<file path="src/rtl/vpu_pkg.sv">
`default_nettype none
// ============================================================================
// Module   : vpu_pkg
// Purpose  : Opcodes, sizing, sequencer state encoding, reduce legality
// Revision : 1.0 - initial release
// ============================================================================
package vpu_pkg;

  localparam int LANES = 8;
  localparam int LW    = 16;

  localparam logic [4:0] OP_ADD  = 5'd0;
  localparam logic [4:0] OP_SUB  = 5'd1;
  localparam logic [4:0] OP_MUL  = 5'd2;
  localparam logic [4:0] OP_ITF  = 5'd3;
  localparam logic [4:0] OP_FTI  = 5'd4;
  localparam logic [4:0] OP_FTL  = 5'd5;
  localparam logic [4:0] OP_MAX  = 5'd6;
  localparam logic [4:0] OP_MIN  = 5'd7;
  localparam logic [4:0] OP_AND  = 5'd8;
  localparam logic [4:0] OP_OR   = 5'd9;
  localparam logic [4:0] OP_XOR  = 5'd10;
  localparam logic [4:0] OP_SRA  = 5'd11;
  localparam logic [4:0] OP_SRL  = 5'd12;
  localparam logic [4:0] OP_SLL  = 5'd13;
  localparam logic [4:0] OP_CGE  = 5'd14;
  localparam logic [4:0] OP_CLT  = 5'd15;
  localparam logic [4:0] OP_CEQ  = 5'd16;
  localparam logic [4:0] OP_CNQ  = 5'd17;
  localparam logic [4:0] NUM_OPS = 5'd18;

  typedef logic [2:0] state_t;
  localparam state_t S_IDLE = 3'd0;
  localparam state_t S_EXEC = 3'd1;
  localparam state_t S_RED1 = 3'd2;
  localparam state_t S_RED2 = 3'd3;
  localparam state_t S_RED3 = 3'd4;
  localparam state_t S_DONE = 3'd5;

  // Bitwise folds have no float meaning; only ADD/MAX/MIN reduce in float mode.
  function automatic logic red_legal(input logic [4:0] code, input logic flt);
    case (code)
      OP_ADD, OP_MAX, OP_MIN: red_legal = 1'b1;
      OP_AND, OP_OR, OP_XOR:  red_legal = !flt;
      default:                red_legal = 1'b0;
    endcase
  endfunction

endpackage
`default_nettype wire

</file>
<file path="src/rtl/vpu_op_decode.sv">
`default_nettype none
// ============================================================================
// Module   : vpu_op_decode
// Purpose  : Opcode to one-hot VPU select, with illegal-op detection
// Revision : 1.0 - initial release
// ============================================================================
module vpu_op_decode
  import vpu_pkg::*;
(
  input  logic [4:0]         op_code_i,
  input  logic               op_float_i,
  input  logic               op_reduce_i,
  output logic [NUM_OPS-1:0] sel_o,
  output logic               illegal_o
);

  logic w_illegal;

  always_comb begin
    w_illegal = (op_code_i >= NUM_OPS) ||
                (op_reduce_i && !red_legal(op_code_i, op_float_i));
    sel_o     = '0;
    if (!w_illegal) begin
      sel_o = {{(NUM_OPS-1){1'b0}}, 1'b1} << op_code_i;
    end
    illegal_o = w_illegal;
  end

endmodule
`default_nettype wire

</file>
<file path="src/rtl/vpu_issue_seq.sv">
`default_nettype none
// ============================================================================
// Module   : vpu_issue_seq
// Purpose  : Issue sequencer for the combinational VPU, incl. 3-pass reductions
// Revision : 1.0 - initial release
// ============================================================================
module vpu_issue_seq
  import vpu_pkg::*;
#(
  parameter int LANES = 8,
  parameter int LW    = 16
) (
  input  logic                  clk,
  input  logic                  rst,
  input  logic                  op_valid,
  output logic                  op_ready,
  input  logic [4:0]            op_code,
  input  logic                  op_float,
  input  logic                  op_vec,
  input  logic                  op_reduce,
  input  logic [LANES*LW-1:0]   op_vs1,
  input  logic [LANES*LW-1:0]   op_vs2,
  input  logic [31:0]           op_fs,
  input  logic [31:0]           op_rs,
  input  logic [LANES-1:0]      op_mask,
  input  logic                  op_masken,
  input  logic [4:0]            op_tag,
  output logic [LANES*LW-1:0]   vpu_vs1,
  output logic [LANES*LW-1:0]   vpu_vs2,
  output logic [31:0]           vpu_fs,
  output logic [31:0]           vpu_rs,
  output logic [31:0]           vpu_mask,
  output logic                  vpu_ifsel,
  output logic                  vpu_vec_en,
  output logic [NUM_OPS-1:0]    vpu_sel,
  input  logic [LANES*LW-1:0]   vpu_vd,
  input  logic [31:0]           vpu_rd,
  input  logic [31:0]           vpu_fd,
  output logic                  res_valid,
  input  logic                  res_ready,
  output logic [LANES*LW-1:0]   res_vd,
  output logic [31:0]           res_rd,
  output logic [31:0]           res_fd,
  output logic [4:0]            res_tag,
  output logic                  res_err
);

  localparam int VW = LANES * LW;

  state_t             state_q, state_d;
  logic [VW-1:0]      vs1_q, vs2_q, res_vd_q;
  logic [31:0]        fs_q, rs_q, mask_q, res_rd_q, res_fd_q;
  logic               ifsel_q, vec_q, ill_q, res_valid_q, res_err_q;
  logic [NUM_OPS-1:0] sel_q;
  logic [4:0]         tag_q, res_tag_q;

  logic               w_accept, w_illegal, w_red_go;
  logic [NUM_OPS-1:0] w_sel;
  state_t             w_start;

  vpu_op_decode u_decode (
    .op_code_i   (op_code),
    .op_float_i  (op_float),
    .op_reduce_i (op_reduce),
    .sel_o       (w_sel),
    .illegal_o   (w_illegal)
  );

  assign w_accept = op_valid && op_ready;
  assign w_red_go = op_reduce && !w_illegal;
  assign w_start  = w_red_go ? S_RED1 : S_EXEC;

  always_ff @(posedge clk) begin
    if (rst) begin
      state_q <= S_IDLE;
    end else begin
      state_q <= state_d;
    end
  end

  always_comb begin
    state_d = state_q;
    case (state_q)
      S_IDLE: if (w_accept) state_d = w_start;
      S_EXEC: state_d = S_DONE;
      S_RED1: state_d = S_RED2;
      S_RED2: state_d = S_RED3;
      S_RED3: state_d = S_DONE;
      S_DONE: if (res_ready) state_d = w_accept ? w_start : S_IDLE;
      default: state_d = S_IDLE;
    endcase
  end

  always_comb begin
    op_ready = !rst && ((state_q == S_IDLE) || ((state_q == S_DONE) && res_ready));
  end

  always_ff @(posedge clk) begin
    if (rst) begin
      vs1_q       <= '0;
      vs2_q       <= '0;
      fs_q        <= '0;
      rs_q        <= '0;
      mask_q      <= '0;
      ifsel_q     <= 1'b0;
      vec_q       <= 1'b0;
      sel_q       <= '0;
      tag_q       <= '0;
      ill_q       <= 1'b0;
      res_valid_q <= 1'b0;
      res_vd_q    <= '0;
      res_rd_q    <= '0;
      res_fd_q    <= '0;
      res_tag_q   <= '0;
      res_err_q   <= 1'b0;
    end else begin
      // Reduction passes fold the upper half of the live lanes onto the lower half.
      case (state_q)
        S_EXEC: begin
          res_valid_q <= 1'b1;
          res_vd_q    <= ill_q ? '0 : vpu_vd;
          res_rd_q    <= ill_q ? '0 : vpu_rd;
          res_fd_q    <= ill_q ? '0 : vpu_fd;
          res_err_q   <= ill_q;
          res_tag_q   <= tag_q;
        end
        S_RED1: begin
          vs1_q  <= vpu_vd;
          vs2_q  <= vpu_vd >> (VW / 4);
          mask_q <= 32'h0000_0003;
        end
        S_RED2: begin
          vs1_q  <= vpu_vd;
          vs2_q  <= vpu_vd >> (VW / 8);
          mask_q <= 32'h0000_0001;
        end
        S_RED3: begin
          res_valid_q <= 1'b1;
          res_vd_q    <= {{(VW-LW){1'b0}}, vpu_vd[LW-1:0]};
          res_rd_q    <= '0;
          res_fd_q    <= '0;
          res_err_q   <= 1'b0;
          res_tag_q   <= tag_q;
        end
        S_DONE: if (res_ready) res_valid_q <= 1'b0;
        default: ;
      endcase

      if (w_accept) begin
        vs1_q   <= op_vs1;
        vs2_q   <= w_red_go ? (op_vs1 >> (VW / 2)) : op_vs2;
        fs_q    <= op_fs;
        rs_q    <= op_rs;
        ifsel_q <= op_float;
        vec_q   <= op_vec;
        sel_q   <= w_sel;
        tag_q   <= op_tag;
        ill_q   <= w_illegal;
        if (op_reduce) begin
          mask_q <= 32'h0000_000F;
        end else begin
          mask_q <= op_masken ? {24'h0, op_mask} : 32'hFFFF_FFFF;
        end
      end
    end
  end

  assign vpu_vs1    = vs1_q;
  assign vpu_vs2    = vs2_q;
  assign vpu_fs     = fs_q;
  assign vpu_rs     = rs_q;
  assign vpu_mask   = mask_q;
  assign vpu_ifsel  = ifsel_q;
  assign vpu_vec_en = vec_q;
  assign vpu_sel    = sel_q;
  assign res_valid  = res_valid_q;
  assign res_vd     = res_vd_q;
  assign res_rd     = res_rd_q;
  assign res_fd     = res_fd_q;
  assign res_tag    = res_tag_q;
  assign res_err    = res_err_q;

endmodule
`default_nettype wire

</file>
<file path="config.mk">
export PLATFORM = sky130hd
export DESIGN_NAME = vpu_issue_seq
export DESIGN_NICKNAME = d
export VERILOG_FILES = /design/src/rtl/vpu_pkg.sv /design/src/rtl/vpu_op_decode.sv /design/src/rtl/vpu_issue_seq.sv
export SDC_FILE = /design/constraint.sdc
export NUM_CORES = 1
export LEC_CHECK = 0
export CORE_AREA = 3 3 431 433
export CTS_BUF_LIST = sky130_fd_sc_hd__clkbuf_2 sky130_fd_sc_hd__clkbuf_4 sky130_fd_sc_hd__clkbuf_8
export CTS_CLUSTER_SIZE = 40
export DETAILED_ROUTE_END_ITERATION = 10
export DIE_AREA = 0 0 434 436
export PLACE_DENSITY = 0.31
export SLEW_MARGIN = 20
export SYNTH_ARGS = -nofsm -noshare
export SYNTH_HDL_FRONTEND = slang
export SYNTH_SLANG_ARGS = --single-unit
</file>
<file path="constraint.sdc">
create_clock -name clk -period 5.6 [get_ports clk]
set_clock_uncertainty 0.1 [all_clocks]
set_input_delay 1.12 -clock clk [delete_from_list [all_inputs] [get_ports clk]]
set_output_delay 1.12 -clock clk [all_outputs]
set_load 0.1 [all_outputs]
</file>
== Word-level counts from Yosys, hierarchy flattened ==
Index checks and enable logic that the tools add are counted.
Cells by class
  $lt $le $gt $ge: 1
  shifts and indexed selects: 1
  multiplexer cells: 25
  reduce and logical (&&, ||, !) cells: 23
  equality and inequality tests: 12
Operators by type and width (number)
  2-to-1 mux 128 bit: 5
  case mux 128 bit (2 select lines): 2
  case mux 32 bit (2 select lines): 3
  2-to-1 mux 32 bit: 5
  2-to-1 mux 18 bit: 1
  << shifter 1 x 5 -> 18 bit, first input constant: 1
  == test 5 x 4 -> 1 bit, second input constant: 3
  case mux 3 bit (5 select lines): 1
  == test 5 x 3 -> 1 bit, second input constant: 2
  == test 3 x 2 -> 1 bit, second input constant: 2
  == test 3 bit, second input constant: 2
  2-to-1 mux 3 bit: 2
  case mux 1 bit (2 select lines): 3
  nonzero test 2 bit: 3
  OR reduction 3 bit: 2
  >= comparator 5 bit, second input constant: 1
  logical AND 1 bit: 5
  logical NOT 5 bit: 1
  logical NOT 1 bit: 4
  2-to-1 mux 2 bit: 2
  inequality test 2 bit, second input constant: 2
  AND reduction 2 bit: 2
  OR reduction 2 bit: 2
  == test 3 x 1 -> 1 bit, second input constant: 1
  4 further kinds: 5
Storage, ports and cells
  logic and storage cells: 79
  register bits: 580
  output and inout port bits: 572
  input bits: 538

== Logic depth before layout (Yosys ltp) ==
  depth in word-level cells: 12
  mapped depth: 8
  mapped depth without buffers: 4

== Modules after synthesis ==
From an unflattened synthesis, not the netlist that was laid out.
Unflattened totals
  cell total of the unflattened synthesis: 2887
  area total of the unflattened synthesis: 24014.3 sq um
Modules (own cells, without submodules)
  vpu_issue_seq: times used 1, area an instance 23802.8 sq um, cells an instance 2848, sequential area each 11150.7 sq um
  vpu_op_decode: times used 1, area an instance 211.5 sq um, cells an instance 39, sequential area each 0.0 sq um

== Least setup slack after synthesis ==
No wires, ideal clock.
  path kind: input to output
  from: input port rst
  to: output port op_ready
  stages on the path: 4
  buffers on the path: 3
  setup slack: 1.200 ns
  arrival: 3.180 ns
  data required time: 4.380 ns
  cell sequence: clkbuf_1 > clkbuf_1 > clkbuf_1 > a21oi_1
On the way
  cells in the longest elaborated chain, start to end: 2
Ends and longest elaborated chain
  start, declared: line vpu_issue_seq.sv:14  | input logic rst,
  logical NOT 1 bit: line vpu_issue_seq.sv:95  | op_ready = !rst && ((state_q == S_IDLE) || ((state_q == S_DONE) && res_ready));
  logical AND 1 bit: line vpu_issue_seq.sv:95
  end, declared: line vpu_issue_seq.sv:16  | output logic op_ready,
No other way between the ends.

==> results_tabular.tex <==
\begin{tabular}{lr}
\hline
Metric & Value \\
\hline
\multicolumn{2}{l}{\textbf{Yosys}} \\
Dominant cell type by area after synthesis & sky130\_fd\_sc\_hd\_\_dfxtp\_1 \\
Yosys synthesis warning count & 0 \\
Syn\_area\_per\_cell & 8.57 um2 \\
Post-synthesis instance area & 24,300 um2 \\
Synth area leaders & sky130\_fd\_sc\_hd\_\_dfxtp\_1 (46\%), sky130\_fd\_sc\_hd\_\_nand2\_1 (7.2\%), sky130\_fd\_sc\_hd\_\_a311oi\_1 (6.3\%) \\
Net count after synthesis & 3,374 \\
Yosys cell types & 48 \\
Post-synth EDFFs & 0 \\
Flip-flop and latch count after synthesis & 557 \\
Library cell with the highest instance count after synthesis & sky130\_fd\_sc\_hd\_\_dfxtp\_1 \\
Post-synth top area share & 0.459 \\
Top flip-flop cell by instance count after synthesis & sky130\_fd\_sc\_hd\_\_dfxtp\_1 \\
Most used standard cells in the synthesized netlist & sky130\_fd\_sc\_hd\_\_dfxtp\_1 (557), sky130\_fd\_sc\_hd\_\_nand2\_1 (465), sky130\_fd\_sc\_hd\_\_nor2\_1 (208), sky130\_fd\_sc\_hd\_\_clkbuf\_1 (197), sky130\_fd\_sc\_hd\_\_a22oi\_1 (192) \\
Number of instances in the synthesized netlist & 2,836 \\
Share of synthesized registers carrying an async set or reset & 0 \\
Share of synthesized area occupied by flip-flops and latches & 0.459 \\
\multicolumn{2}{l}{\textbf{Finish}} \\
Post-route cell area & 40,200 um2 \\
Final Util & 0.220 \\
Layout Area Growth over Synthesis & 65.3\% \\
Ratio of cells with drive above 1 in the final layout & 0.0974 \\
Number of nets in the layout & 4,320 \\
\multicolumn{2}{l}{\textbf{Setup path}} \\
Number of stages on the worst setup path & 1 \\
Peak fanout along the critical path & 25 \\
Critical-path top delay cell & sky130\_fd\_sc\_hd\_\_clkdlybuf4s50\_1 \\
Type of the worst setup path & reg -> out \\
Worst reg-to-reg path cell count & 5 \\
Worst path cell trace & clkdlybuf4s50\_1 \\
CP delay by family, top & buffers and inverters \\
Number of buffers and inverters on the critical path & 1 \\
Kind of end point of the critical path & primary output \\
Worst EP arrival & 2.98 ns \\
Largest stage delay on the critical path & 1.28 ns \\
Startpoint type of the worst setup path & flip-flop \\
Worst EP required & 4.38 ns \\
\multicolumn{2}{l}{\textbf{Detailed routing}} \\
DR DRC count & 0 \\
Vias & 27,375 \\
Detailed Routing Iterations Pass 1 & 6 \\
Antenna-violating nets left & 0 \\
Detailed router's first-iteration violation count & 1,797 \\
Via-per-instance ratio & 4.37 \\
Routed wirelength normalized by instance count & 30.4 um \\
Post-Route WL & 190,000 um \\
\multicolumn{2}{l}{\textbf{Floorplanning}} \\
Initial core utilization & 0.133 \\
I/O pin cnt & 1,110 \\
Height of the die & 436 um \\
Row count & 157 \\
Floorplan core area & 182,000 um2 \\
Die extent in x & 434 um \\
Area enclosed by the die boundary & 189,000 um2 \\
\multicolumn{2}{l}{\textbf{Timing}} \\
Post-route minimum period & 4.20 ns \\
Maximum frequency from static timing analysis & 0.238 GHz \\
Final cycle utilization of the critical path & 0.750 \\
Final count of pins violating max slew & 0 \\
Relative max-transition margin & 0.201 \\
Slew @ Worst Pin & 1.19 ns \\
Hold violation count in the final report & 0 \\
Total setup violations reported at the end of the flow & 0 \\
Total negative slack for setup checks & 0 ns \\
Setup repair after global routing missed its margin & false \\
\multicolumn{2}{l}{\textbf{Clock network}} \\
Number of setup buffers added after CTS & 0 \\
TritonCTS clock tree & done \\
TritonCTS Sinks & 557 \\
CTS hold repair buffers & 0 \\
Number of clock buffers inserted by TritonCTS & 132 \\
Clock slew seen by the registers of the worst setup and hold paths & 0.05 ns \\
Insertion delay of the later-clocked pin in the worst-skew pair & 0.88 ns \\
Clock Tree Buf Depth & 3 \\
Number of levels the H-tree was split into & 4 \\
Clock tree root driver cell & sky130\_fd\_sc\_hd\_\_clkbuf\_8 \\
Cts repair resizes & 0 \\
\multicolumn{2}{l}{\textbf{Status}} \\
Status & finished, final reports clean \\
\multicolumn{2}{l}{\textbf{Placement}} \\
Placement-stage cell area & 37,500 um2 \\
Final GP Congestion & 0.792 \\
Detailed placement HPWL & 138,000 um \\
IO buf count & 1,109 \\
\multicolumn{2}{l}{\textbf{Hold path}} \\
Hold Path Depth & 2 \\
Worst min path class & reg -> reg \\
\multicolumn{2}{l}{\textbf{Power}} \\
Final Power & 16.0 mW \\
Maximum vdd ir drop & 0.209 mV \\
Power density relative to cell area & 398 nW/um2 \\
Standby leakage power & 13.7 nW \\
\multicolumn{2}{l}{\textbf{Flow run}} \\
Max Cap Violations & 0 \\
\multicolumn{2}{l}{\textbf{Global routing}} \\
Initial antenna violation count & 50 \\
Total global-route track usage & 0.193 \\
Wire length of the first global-routing pass & 253,000 um \\
Via count of the first global-routing pass & 27,762 \\
Maximum number of pins on one net before global-route repair & 147 \\
Total congestion overflow after global routing & 0 \\
\hline
\end{tabular}
## sequential cells by signal, indices dropped and copies added (netlist names)
signal / flops
ill_q: 1
vpu_sel: 18
vpu_rs: 32
vpu_vs1: 128
res_rd: 32
tag_q: 5
vpu_ifsel: 1
res_fd: 32
state_q: 3
res_vd: 128
vpu_mask: 9
vpu_fs: 32
vpu_vec_en: 1
res_valid: 1
res_tag: 5
vpu_vs2: 128
res_err: 1
## layout make-up
| type | count | area [um2] |
|---|---|---|
| Antenna cell | 14 | 35.0 |
| Multi-Input combinational cell | 1915 | 11600 |
| Tap cell | 2385 | 2980 |
| Inverter | 9 | 38.8 |
| Timing Repair Buffer | 1167 | 11700 |
| Fill cell | 20153 | 142000 |
| Clock inverter | 18 | 209 |
| Clock buffer | 205 | 2500 |
| Sequential cell | 557 | 11200 |
## metrics by stage
stage	cells	hold slack [ns]	setup WS [ns]
2_1_floorplan	2836	0.335	1.20
3_3_place_gp	6033	0.341	1.35
3_5_place_dp	6033	0.346	1.30
4_1_cts	6256	0.272	1.22
5_1_grt	6268	0.361	1.18
6_report	6270	0.354	1.40
## logic make-up after synthesis
group / share of synthesized area
AND/OR/NAND/NOR: 0.172
XOR/XNOR: 0.000360
buffers and inverters: 0.0700
multiplexers: 0.0428
flip-flops: 0.459
AO/OA/AOI/OAI: 0.256
## final timing paths
path / end / start / slack, ns
max: vpu_mask[25] / vpu_mask[30]$_SDFFE_PP0P_ / 1.40
min: vpu_rs[17]$_SDFFE_PP0P_ / vpu_rs[17]$_SDFFE_PP0P_ / 0.35
max reg2reg: vpu_vs2[95]$_SDFFE_PP0P_ / state_q[2]$_SDFFE_PP0P_ / 2.33
min reg2reg: vpu_rs[17]$_SDFFE_PP0P_ / vpu_rs[17]$_SDFFE_PP0P_ / 0.35
## report_power, final
group / internal [mW] / total [mW] / switching, mW
Sequential: 4.37 / 4.62 / 0.246
Combinational: 1.51 / 6.21 / 4.70
Clock: 2.92 / 5.18 / 2.26
## cell usage in the layout (no fill, tap or decap), types with 69 or more instances in the layout
cell type / count
sky130_fd_sc_hd__buf_4: 74
sky130_fd_sc_hd__a22oi_1: 192
sky130_fd_sc_hd__clkbuf_8: 153
sky130_fd_sc_hd__dfxtp_1: 557
sky130_fd_sc_hd__clkdlybuf4s50_1: 1066
sky130_fd_sc_hd__nor3_1: 182
sky130_fd_sc_hd__o211ai_1: 128
sky130_fd_sc_hd__a311oi_1: 176
sky130_fd_sc_hd__nand2_1: 463
sky130_fd_sc_hd__mux2i_1: 69
sky130_fd_sc_hd__o21ai_0: 82
sky130_fd_sc_hd__nor2_1: 206
## routing by layer
metal	wire, um	global-route usage	vias up
met2	94400	0.333	1069
met3	13300	0.0551	251
met1	76800	0.227	13616
met5	69	0	-
met4	5960	0.0665	12
li1	-	-	12427
(Power assumes the default switching activity.)
==> patch 1 (same settings) <==
Put one more register stage on the output `res_err`, cleared by the reset. The value now appears one clock later. The other outputs are not delayed to match.
--- a/src/rtl/vpu_issue_seq.sv
+++ b/src/rtl/vpu_issue_seq.sv
@@ -180,3 +180,9 @@
   assign res_tag    = res_tag_q;
-  assign res_err    = res_err_q;
+  always_ff @(posedge clk) begin
+    if (rst) begin
+      res_err <= '0;
+    end else begin
+      res_err <= res_err_q;
+    end
+  end
 
Formal check against the unedited RTL: not equivalent (a bounded check fails within 4 cycles, from zero or initial values and one cycle with rst high).
==> patch 1 against the unedited design <==
Sequential cell count increased by 1. Fmax shrank 0.65%. Total power grew 21%. Combinational power is 50% higher. Setup slack got worse by 0.027 ns. Area after synthesis decreased by 6.3%. Routed wire length is 10% lower. Design area is 3.4% lower. Critical path type unchanged. Critical endpoint is now vpu_mask[16].
==> patch 1: results (changes against the unedited design) <==
| Metric | Value |
|---|---|
| Outcome | `completed` |
| GRT Overall Usage | `17.3% (-2.0 points)` |
| Placed Area | `0.0361 sq mm (-3.5%)` |
| Met1 Use GR | `19.1% (-3.7 points)` |
| Largest net degree at the start of global routing | `139 (-5.4%)` |
| Register area share after synthesis | `49.1% (+3.2 points)` |
| Hold path endpoint | `res_tag[4]` |
| CTS Buffer Depth | `3 (unchanged)` |
| Reg2reg setup slack | `2.19 ns (-0.14 ns)` |
| DP HPWL | `125 mm (-9.5%)` |
| First-pass GRT wire length | `226 mm (-11%)` |
| Leading post-synthesis cells by cell area | `dfxtp_1 (49%), nand2_1 (8.0%), nor2_1 (6.7%)` |
| Initial antenna violation count | `31 (-38%)` |
| Final Net Count | `4,188 (-3.1%)` |
| Worst vdd ir | `0.300 mV (+44%)` |
| Hold Crit Start | `tag_q[4]` |
| Met3 GRT Util | `5.20% (-0.32 points)` |
| Worst slack at placement | `1.25 ns (-0.0507 ns)` |
| GR Util met2 | `31.3% (-2.0 points)` |
| Pleak | `0.0139 uW (+0.86%)` |
| Worst Reg2Reg Path Length in Cells | `6 (+1)` |
| Vias in the first global route | `25,115 (-9.5%)` |
| Crit path DAT | `3.01 ns (+0.03 ns)` |
| Fin cells | `6,134 (-2.2%)` |
| Vias/cell | `4.04 (-7.5%)` |
| Drt first pass iters | `5 (-1)` |
| DRT iter0 DRCs | `1,488 (-17%)` |
| Worst-Margin Slew | `1.16 ns (-0.0320 ns)` |
| Synthesized Nets | `3,180 (-5.7%)` |
| Total routed wirelength | `171 mm (-10%)` |
| Post-synth top cells | `dfxtp_1 (558), nand2_1 (484), nor2_1 (405)` |
| Clock buffer count from CTS | `131 (-0.76%)` |
| Hold WS | `0.350 ns (-0.00387 ns)` |
| Share of post-route cells with drive strength above 1 | `9.48% (-0.26 points)` |
## patch 1: changes by cell type after synthesis, sizes merged, moves of 65 or more
| cell | change |
|---|---|
| o211ai | -125 |
| nand3b | +71 |
| nor2 | +195 |
| a221oi | +65 |
| nor3 | -141 |
| o21ai | -65 |
## patch 1: how the worst max path moves through the flow
stage            startpoint           end  slack [ns]  cells past startpoint
2_1_floorplan           rst      op_ready        2.14                      3
3_3_place_gp      res_ready   vpu_vs2[51]        1.20                      7
3_5_place_dp      res_ready   vpu_vs2[46]        1.25                      7
4_1_cts        vpu_mask[30]  vpu_mask[16]        1.20                      1
5_1_grt        vpu_mask[30]  vpu_mask[11]        1.14                      1
6_report       vpu_mask[30]  vpu_mask[16]        1.37                      1
## patch 1: routing by layer
layer	vias to the layer above	wire (microns)
li1	11454	-
met1	12126	65000
met2	955	88600
met3	220	11800
met4	6	5350
met5	-	45
## patch 1: final cells by class
class                   count  area (sq um)
multi-input cells        1732         10100
well taps                2385          2980
clock inverters            16           138
clock buffers             202          2520
inverters                  72           270
diodes                     14          35.0
flip-flops and latches    558         11200
fillers                 20248        144000
repair buffers           1155         11600
## patch 1: cells by family after synthesis
group / synth area share (%)
muxes: 2.81
AOI/OAI and AO/OA: 22.6
DFF: 49.1
xor gates and xnor gates: 0.0385
and+or+nand+nor: 18.6
buffers and inverters: 6.90
## patch 1: where the power goes
part	internal, uW	total (uW)	switching, uW
Sequential	4620	4990	374
Combinational	2220	9320	7100
Clock	2880	5080	2190
Total	9720	19400	9670
## patch 1: through the flow
step,util (%),total power [uW]
6_report,21.3,19400
2_1_floorplan,-,11400
3_3_place_gp,19.8,14500
3_5_place_dp,19.8,14500
5_1_grt,21.3,20300
4_1_cts,21.3,19800
==> patch 2 (config.mk and constraints unchanged) <==
Made on the original files. `LW` is set to 16 in 2 places; all go to 17.
--- a/src/rtl/vpu_pkg.sv
+++ b/src/rtl/vpu_pkg.sv
@@ -9,3 +9,3 @@
   localparam int LANES = 8;
-  localparam int LW    = 16;
+  localparam int LW    = 17;
 
--- a/src/rtl/vpu_issue_seq.sv
+++ b/src/rtl/vpu_issue_seq.sv
@@ -10,3 +10,3 @@
   parameter int LANES = 8,
-  parameter int LW    = 16
+  parameter int LW    = 17
 ) (
Interface: changed (6 resized); port bits go from 1110 to 1158. The function was not compared with the original's and may differ.
==> patch 2 against the unedited design <==
Worst hold slack lost 0.0011 ns. Sequential power grew 7.1%. Sequential cell count grew 24. Register-to-register slack gained 0.13 ns. Setup slack gained 0.036 ns. Global-route usage shrank 0.36 points. Area after synthesis shrank 2.0%. Total power grew 8.0%. Utilization is essentially flat. Routed wire length shrank 1.7%. Design area is essentially flat.
==> patch 2: results (changes against the unedited design) <==
| Metric | Value |
|---|---|
| Multiplexer area fraction after synthesis | `0% (-4.3 points)` |
| Post-synth top cells | `nand2_1 (636), dfxtp_1 (581), nor2_1 (429)` |
| GRT Overall Usage | `18.9% (-0.36 points)` |
| Hold Crit Start | `tag_q[0]` |
| Outcome | `completed` |
| GPL Wtd Cong | `0.821 (+3.7%)` |
| Hold WS | `0.353 ns (-0.00110 ns)` |
| Post-synthesis compound-gate area fraction | `21.7% (-3.9 points)` |
| DRT iter0 DRCs | `1,798 (+0.056%)` |
| Worst-Margin Slew | `1.20 ns (+0.000781 ns)` |
| Worst vdd ir | `0.216 mV (+3.5%)` |
| Largest net degree at the start of global routing | `180 (+22%)` |
| Share of the synthesized area in the top cell type | `48.8% (+2.9 points)` |
| Reg-to-Reg End | `vpu_rs[8]` |
| Worst slack at placement | `1.43 ns (+0.132 ns)` |
| GR Util met2 | `34.4% (+1.1 points)` |
| Leading post-synthesis cells by cell area | `dfxtp_1 (49%), nand2_1 (10%), a22oi_1 (6.9%)` |
| Final Net Count | `4,436 (+2.7%)` |
| Worst Reg2Reg Path Length in Cells | `6 (+1)` |
| Synthesized Nets | `3,402 (+0.83%)` |
| Met1 wire length | `73.4 mm (-4.4%)` |
| Crit path DAT | `2.95 ns (-0.03 ns)` |
| Placed cells | `6,125 (+1.5%)` |
| Via count | `26,429 (-3.5%)` |
| Post-synthesis cell type count | `51 (+6.3%)` |
| Vias in the first global route | `26,690 (-3.9%)` |
| Share of post-route cells with drive strength above 1 | `7.74% (-2.0 points)` |
| Port buffer count | `1,157 (+4.3%)` |
| Multi-input logic area | `0.0108 sq mm (-6.3%)` |
| Met2 wire len | `97.4 mm (+3.2%)` |
| Setup crit end | `vpu_mask[19]` |
| Pleak | `0.0143 uW (+4.3%)` |
| Avg Inst Size Synth | `8.39 sq um (-2.1%)` |
-- patch 2: final cells by class --
class                           count  share of cell area, %
Timing Repair Buffer             1196                   29.9
Sequential cell                   581                   28.9
Multi-Input combinational cell   1959                   26.9
Tap cell                         2385                   7.42
Clock buffer                      207                   6.23
Clock inverter                     19                  0.457
Antenna cell                       18                  0.112
Inverter                            4                 0.0373
-- patch 2: where the power goes --
group          internal, uW  leakage, uW  switching [uW]
clock                  2920      0.00143            2270
sequential             4630      0.00476             318
combinational          1710      0.00815            5450
-- patch 2: cells by family after synthesis --
logic type,after synthesis
compound gates,652
simple gates,1307
buf+inv,300
flops,581
-- patch 2: tightest hold or removal path: cells and delay by family, from the launching register on --
family             cells  cell delay [ns]
DFF                    1             0.31
AOI/OAI and AO/OA      1             0.05
and+or+nand+nor        1             0.05
